## src/rtl/max_pool_2x2.sv

```systemverilog
// Streaming 2x2 stride-2 max-pool stage for a raster-order pixel stream.
// Uses a half-width line buffer of horizontal pair maxima; never stalls the producer.
module max_pool_2x2 #(
    parameter int DATA_WIDTH = 8,
    parameter int IMG_WIDTH  = 4,
    parameter int IMG_HEIGHT = 4
) (
    input  logic                  clk,
    input  logic                  rst,
    input  logic [DATA_WIDTH-1:0] pixel_in,
    input  logic                  valid_in,
    output logic [DATA_WIDTH-1:0] pool_out,
    output logic                  valid_out,
    output logic                  frame_done
);

    localparam int COL_W    = $clog2(IMG_WIDTH);
    localparam int ROW_W    = $clog2(IMG_HEIGHT);
    localparam int LB_DEPTH = IMG_WIDTH / 2;
    localparam int LB_AW    = (LB_DEPTH > 1) ? $clog2(LB_DEPTH) : 1;

    localparam logic [COL_W-1:0] COL_LAST = COL_W'(IMG_WIDTH - 1);
    localparam logic [ROW_W-1:0] ROW_LAST = ROW_W'(IMG_HEIGHT - 1);

    logic [COL_W-1:0]      col;
    logic [ROW_W-1:0]      row;
    logic [DATA_WIDTH-1:0] hold;
    logic [DATA_WIDTH-1:0] linebuf [LB_DEPTH];

    logic [LB_AW-1:0]      lb_idx;
    logic [DATA_WIDTH-1:0] lb_rd;
    logic [DATA_WIDTH-1:0] pair_max;
    logic [DATA_WIDTH-1:0] win_max;
    logic                  col_last;
    logic                  row_last;

    always_comb begin
        lb_idx   = LB_AW'(col >> 1);
        lb_rd    = linebuf[lb_idx];
        pair_max = (hold > pixel_in) ? hold : pixel_in;
        win_max  = (lb_rd > pair_max) ? lb_rd : pair_max;
        col_last = (col == COL_LAST);
        row_last = (row == ROW_LAST);
    end

    // Line buffer has no reset: every entry is written on an even row before the odd row reads it.
    always_ff @(posedge clk) begin
        if (!rst && valid_in && col[0] && !row[0]) begin
            linebuf[lb_idx] <= pair_max;
        end
    end

    always_ff @(posedge clk) begin
        if (rst) begin
            col        <= '0;
            row        <= '0;
            hold       <= '0;
            pool_out   <= '0;
            valid_out  <= 1'b0;
            frame_done <= 1'b0;
        end else begin
            valid_out  <= 1'b0;
            frame_done <= 1'b0;
            if (valid_in) begin
                if (!col[0]) begin
                    hold <= pixel_in;
                end else if (row[0]) begin
                    pool_out  <= win_max;
                    valid_out <= 1'b1;
                end

                frame_done <= col_last && row_last;

                if (col_last) begin
                    col <= '0;
                    row <= row_last ? '0 : row + 1'b1;
                end else begin
                    col <= col + 1'b1;
                end
            end
        end
    end

endmodule

```

## config.mk

```make
export PLATFORM = sky130hd
export DESIGN_NAME = max_pool_2x2
export DESIGN_NICKNAME = d
export VERILOG_FILES = /design/src/rtl/max_pool_2x2.sv
export SDC_FILE = /design/constraint.sdc
export NUM_CORES = 1
export LEC_CHECK = 0
export ABC_AREA = 1
export CAP_MARGIN = 20
export CORE_MARGIN = 8
export CORE_UTILIZATION = 56
export DETAILED_ROUTE_END_ITERATION = 10
export HOLD_SLACK_MARGIN = 0.06
export PLACE_DENSITY = 0.87
export RECOVER_POWER = 50
export SLEW_MARGIN = 20
export SYNTH_ARGS = -nofsm -noshare
export SYNTH_HDL_FRONTEND = slang
export SYNTH_SLANG_ARGS = --single-unit
```

## constraint.sdc

```tcl
create_clock -name clk -period 3.9 [get_ports clk]
set_input_delay 0.78 -clock clk [delete_from_list [all_inputs] [get_ports clk]]
set_output_delay 0.78 -clock clk [all_outputs]
set_load 0.05 [all_outputs]
```

==> metrics, run 1 <==
status finished, final reports clean; worst vdd ir roughly 250 uV; drt total wl between 4000 and 5000 um; antenna violations before repair 0; Vias roughly 1700; PortBufs 20; placed cell area 0.00240 sq mm; CP endpoint kind flop; area of the multi-input gates about 1000 sq um; HPWL after DPL 3480 um; final clock skew around 3.2 ps; clk_lat worst skew between 200 and 300 ps; period utilization 0.898; Iteration-0 DRC Markers between 100 and 150; switching share of power 0.300; average size of a mapped cell around 8.1 sq um; Worst Path Required just over 4000 ps; cts repair resizes 0; cts bufs inserted 5; Final ANT Viol Nets 0; Internal Pwr Total between 0.0006 and 0.0007 W; met3 wire length 116 um; Hold WC Path Type reg -> reg; crit-path max FO 9; fmax about 290 MHz; CP startpoint kind input port; most common cell after layout, fill and taps aside nand2_1; CP Data Arrival Time ~3700 ps; Tmin final between 3000 and 4000 ps; smallest hold slack between 400 and 500 ps; I/O pin total 21; clk sinks 39; CTS HTree Levels 2; global route total overflow 0; row count 22; HP Start pool_out[3]; final setup vio count 0; Post-CTS Hold Fix Bufs 0; Lkg Pwr around 1.2 nW; share of power burned in registers 0.500; layout net count 319; Reg clk slew, reported paths ~70 ps; Final Hold Vio Count 0; Pins Over Slew Limit 0; net count after synthesis 294; Vias/cell 5.05; most frequent cells in the layout nand2_1 (64), inv_1 (50), nand3_1 (26); RSZ-0062 raised after global routing false; first-pass GRT wire length 7510 um; Finished Cell Area between 0.002 and 0.0025 sq mm; Final TNS setup 0 ps; CP Launch Point pixel_in[3]; Least-Margin Pin Slew ~800 ps; CTS root buf clkbuf_8; largest net degree at the start of global routing 17; mapped cell area between 0.002 and 0.0025 sq mm; Initial Util 0.582; Routability Congestion approximately 0.87; switching component of the power around 0.00027 W; Post-CTS Setup Repair Bufs 0; number of remaining DRC errors 0; Synth Warn # 0; FF/Latch Area around 940 sq um; share of total power in the clock network 0.293; vias in the first global route roughly 1700; maximum root-to-sink buffer count 2; M1 wire length 2030 um; # fillers 319; CTS tree built; area grow syn2layout 15.1%; share of cells above drive strength 1 0.0687; Worst slew margin 0.465; Logic pwr share 0.206; wire length per cell approximately 13 um; Die Width 77.9 um; RR Startpoint hold[7]; number of placed instances, taps included 331; # Max-Cap Violations 0; Core Area between 0.003 and 0.004 sq mm; Setup CP Type in -> reg; die height just under 80 um; Total GRT Usage 0.154; total power per unit cell area roughly 370 mW/mm^2; Max Used Layer met4; FF+latch count, synth 39; fin cells between 300 and 400; Seq/Total Area, Yosys 0.438; DR WL met2 around 2100 um; Antenna Cells 0; synth unique cells 24; Mapped Cells 265; First-pass DRT Iterations 4; Total Die Area 0.00607 sq mm
==> synthesized netlist by cell type, drive strengths merged <==
cell type / number / area share
a21o: 1 / 0.0035
dfxtp: 23 / 0.21
nor2: 9 / 0.023
nand4: 2 / 0.020
a21oi: 24 / 0.059
nor3: 2 / 0.0047
nand3: 26 / 0.061
mux2i: 1 / 0.0047
edfxtp: 16 / 0.22
ha: 18 / 0.10
buf: 3 / 0.0076
a211oi: 1 / 0.0035
o21a: 1 / 0.0035
clkinv: 1 / 0.0017
o21ai: 17 / 0.040
inv: 50 / 0.087
nand2: 70 / 0.14
==> critical path, cell delays in order <==
cell           delay, ps
dlygate4sd3_1        550
inv_1                 60
ha_1                 300
nand2_1               60
inv_1                 60
nand2_1               70
nand2_1               50
nand2_1               90
nand2_4               90
nand2_4              110
nand2_1               80
nand2_1              130
inv_1                 60
ha_1                 300
nand2_1               60
inv_1                110
nand2_1               70
nand2_1               50
nand2_1               50
nand2_2              170
nand3_1               90
nand2_1               70
inv_1                 40
nand2_1               90
a21oi_2               60
==> power by group through the flow <==
stage	clock [W]	combinational (W)	sequential, W
after floorplan	0	0.000144	0.000459
after global placement	0	0.000181	0.000463
after detailed placement	0	0.000189	0.000464
after CTS	0.000271	0.000190	0.000454
after global routing	0.000286	0.000215	0.000456
final	0.000266	0.000187	0.000454
==> layout make-up <==
cell class	count	area share
sequential	39	0.380
multi-input combinational	172	0.401
clock inverter	2	0.00506
inverter	51	0.0774
clock buffer	6	0.0293
timing repair buffer	21	0.0824
tap	48	0.0243
==> path summary, 6_finish.rpt <==
check                              endpoint  slack, ps  depth (start not counted)
worst min-delay path            pool_out[3]        470                          2
worst max register to register  pool_out[0]       1110                         20
worst min register to register  pool_out[3]        470                          2
worst max-delay path            pool_out[0]        400                         25
==> per-stage QoR <==
stage	worst slack, ps	utilization	total power, W
after floorplan	946	-	0.000603
after global placement	189	0.651	0.000644
after detailed placement	143	0.651	0.000653
after CTS	448	0.674	0.000916
after global routing	91.7	0.671	0.000957
final	399	0.671	0.000908
==> logic make-up after synthesis <==
kind of cell	count (synthesis)	synth area share
AOI/OAI and AO/OA	44	0.110
adders and majority gates	18	0.105
buffers and inverters	54	0.0967
DFF	39	0.438
muxes	1	0.00466
and+or+nand+nor	109	0.246
==> state kept, by name (all words and copies together) (netlist names), named ones only <==
register    cells
valid_out       1
linebuf        16
pool_out        8
hold            8
col             2
row             2
frame_done      1
==> routing by layer <==
layer  vias up  global-route usage
met4         0              0.0870
met1       765               0.181
li1        907                   -
met3        10              0.0357
met5         -                   0
met2        30               0.253
Note: power is estimated with default switching activity, not from simulation.
==> run 2: changes to the inputs <==
--- a/config.mk
+++ b/config.mk
@@ -9,6 +9,7 @@
 export CAP_MARGIN = 20
 export CORE_MARGIN = 8
 export CORE_UTILIZATION = 56
+export CTS_CLUSTER_DIAMETER = 40
 export DETAILED_ROUTE_END_ITERATION = 10
 export HOLD_SLACK_MARGIN = 0.06
 export PLACE_DENSITY = 0.87
==> results of run 2 <==
Final layout, timing and power as in run 1 (identical DEF).
==> run 3: changes to the inputs <==
--- a/config.mk
+++ b/config.mk
@@ -13,8 +13,6 @@
 export DETAILED_ROUTE_END_ITERATION = 10
 export HOLD_SLACK_MARGIN = 0.06
 export PLACE_DENSITY = 0.87
-export RECOVER_POWER = 50
-export SLEW_MARGIN = 20
 export SYNTH_ARGS = -nofsm -noshare
 export SYNTH_HDL_FRONTEND = slang
 export SYNTH_SLANG_ARGS = --single-unit
==> run 3 against run 2 <==
Largest cell class unchanged. Largest power group unchanged. Critical path type unchanged. Final cell count stayed put. Routed wire length fell by 0.18%. Via count up 0.53%.
==> metrics, run 3 (synthesized netlist as in run 1, its figures left out) <==
global route total overflow 0 (unchanged); crit-path max FO 9 (unchanged); period utilization 0.891 (-0.00703); first-pass GRT wire length 7510 um (unchanged); Iteration-0 DRC Markers 133 (+30%); area grow syn2layout 15.7%; drt total wl 4340 um (-0.18%); Reg clk slew, reported paths 70 ps (about the same); Worst slew margin 0.463 (-0.00187); # Max-Cap Violations 0 (unchanged); CP Data Arrival Time 3660 ps (about the same); CTS root buf clkbuf_8; Initial Util 0.582 (unchanged); cts repair resizes 0 (unchanged); worst vdd ir 250 uV (about the same); Vias 1721 (+0.53%); area of the multi-input gates 1000 sq um (+0.76%); HP Start pool_out[3]; post-place setup slack 143 ps (unchanged); RR Startpoint hold[7]; PortBufs 20 (unchanged); row count 22 (unchanged); share of cells above drive strength 1 0.0825 (+0.0137); CP Launch Point pixel_in[7]; CP max stage delay 500 ps (-50 ps); max FFs per register 16 (unchanged); Worst Path Required 4090 ps (+30 ps); Routability Congestion 0.872 (unchanged); CTS tree built; status finished, final reports clean; clk_lat worst skew 290 ps (about the same); Setup CP Type in -> reg; First-pass DRT Iterations 4 (unchanged); Total GRT Usage 0.154 (unchanged); Worst Hold End pool_out[3]; Final ANT Viol Nets 0 (unchanged); Hold WC Path Type reg -> reg; vias in the first global route 1686 (unchanged); Reg-to-Reg End pool_out[0]; Least-Margin Pin Slew 802 ps (+2.79 ps); clk sinks 39 (unchanged); RSZ-0062 raised after global routing false; I/O pin total 21 (unchanged); Tmin final 3470 ps (-27.4 ps); Final Hold Vio Count 0 (unchanged); Vias/cell 5.08 (+0.53%); # fillers 314 (-1.6%); antenna violations before repair 0 (unchanged); Pins Over Slew Limit 0 (unchanged); cts bufs inserted 5 (unchanged); Lkg Pwr 1.16 nW (-2.8%); CTS HTree Levels 2 (unchanged); wire length per cell 12.8 um (-0.18%); most common cell after layout, fill and taps aside nand2_1; largest net degree at the start of global routing 17 (unchanged); largest register by flop count linebuf; Antenna Cells 0 (unchanged); final setup vio count 0 (unchanged); most frequent cells in the layout nand2_1 (62), inv_1 (50), nand3_1 (26); final clock skew 2.91 ps (-0.261 ps); slowest CP cell clkdlybuf4s50_1; Post-CTS Setup Repair Bufs 0 (unchanged); CP Cell Sequence clkdlybuf4s50_1 -> inv_1 -> ha_1 -> a21o_1 -> nor2_2 -> nand2_4 -> nand2_4 -> nand2_2 -> nand2_1 -> inv_1 -> ha_1 -> nand2_1 -> inv_1 -> nand2_1 -> nand2_1 -> nand2_1 -> nand2_2 -> nand3_1 -> nand2_1 -> inv_1 -> nand2_1 -> a21oi_2; hold depth 2 (unchanged); fmax 288 MHz (+0.79%); maximum root-to-sink buffer count 2 (unchanged); total power per unit cell area 366 mW/mm^2 (-0.30%); CP most frequent cell nand2_1; layout net count 319 (unchanged); Tot Pwr 0.000909 W (+0.15%); CP endpoint kind flop; Reg2Reg Setup Slack 1160 ps (+50 ps); Die Width 77.9 um (unchanged); HPWL after DPL 3480 um (unchanged); Total Die Area 0.00607 sq mm (unchanged); FF/Latch Area 941 sq um (unchanged); Worst Setup Slack, final 427 ps (+27.4 ps); largest registers linebuf x16, hold x8, pool_out x8; Post-CTS Hold Fix Bufs 0 (unchanged); Core Area 0.00369 sq mm (unchanged); number of remaining DRC errors 0 (unchanged); Worst R2R Path Depth 20 (unchanged); Final TNS setup 0 ps (unchanged); die height 77.9 um (unchanged); CP startpoint kind input port
run 3: worst max-delay path: cells and delay by family:
kind / cells / cell delay [ps]
AO/OA/AOI/OAI: 2 / 250
adder cells (fa/ha/maj): 2 / 630
buffers and inverters: 5 / 780
AND/OR/NAND/NOR: 13 / 1240
run 3: area by class of cell:
class | instances | share of cell area
Multi-Input combinational cell | 172 | 0.402
Sequential cell | 39 | 0.379
Timing Repair Buffer | 21 | 0.0836
Inverter | 51 | 0.0770
Clock buffer | 6 | 0.0292
Tap cell | 48 | 0.0242
Clock inverter | 2 | 0.00504
run 3: worst max-delay path by stage:
stage | to | slack [ps]
floorplan | pool_out[0] | 950
CTS | pool_out[0] | 450
global placement | pool_out[0] | 190
detailed placement | pool_out[0] | 140
finish | pool_out[0] | 430
global route | pool_out[1] | 160
run 3: per-stage QoR:
stage | hold slack [ps] | utilization | instances | area (sq um)
after CTS | 472 | 0.674 | 339 | 2480
final | 469 | 0.674 | 339 | 2480
after global placement | 456 | 0.651 | 331 | 2400
after detailed placement | 461 | 0.651 | 331 | 2400
after global routing | 494 | 0.674 | 339 | 2480
after floorplan | 445 | - | 265 | 2150
run 3: where the power goes:
group	internal, W	switching [W]
Combinational	0.0000696	0.000120
Sequential	0.000442	0.0000121
Clock	0.000125	0.000140
run 3: metal layers:
metal | part of all wire | track usage
met1 | 0.47 | 0.181
met2 | 0.48 | 0.253
met3 | 0.021 | 0.0357
met4 | 0.029 | 0.0870
met5 | 0 | 0
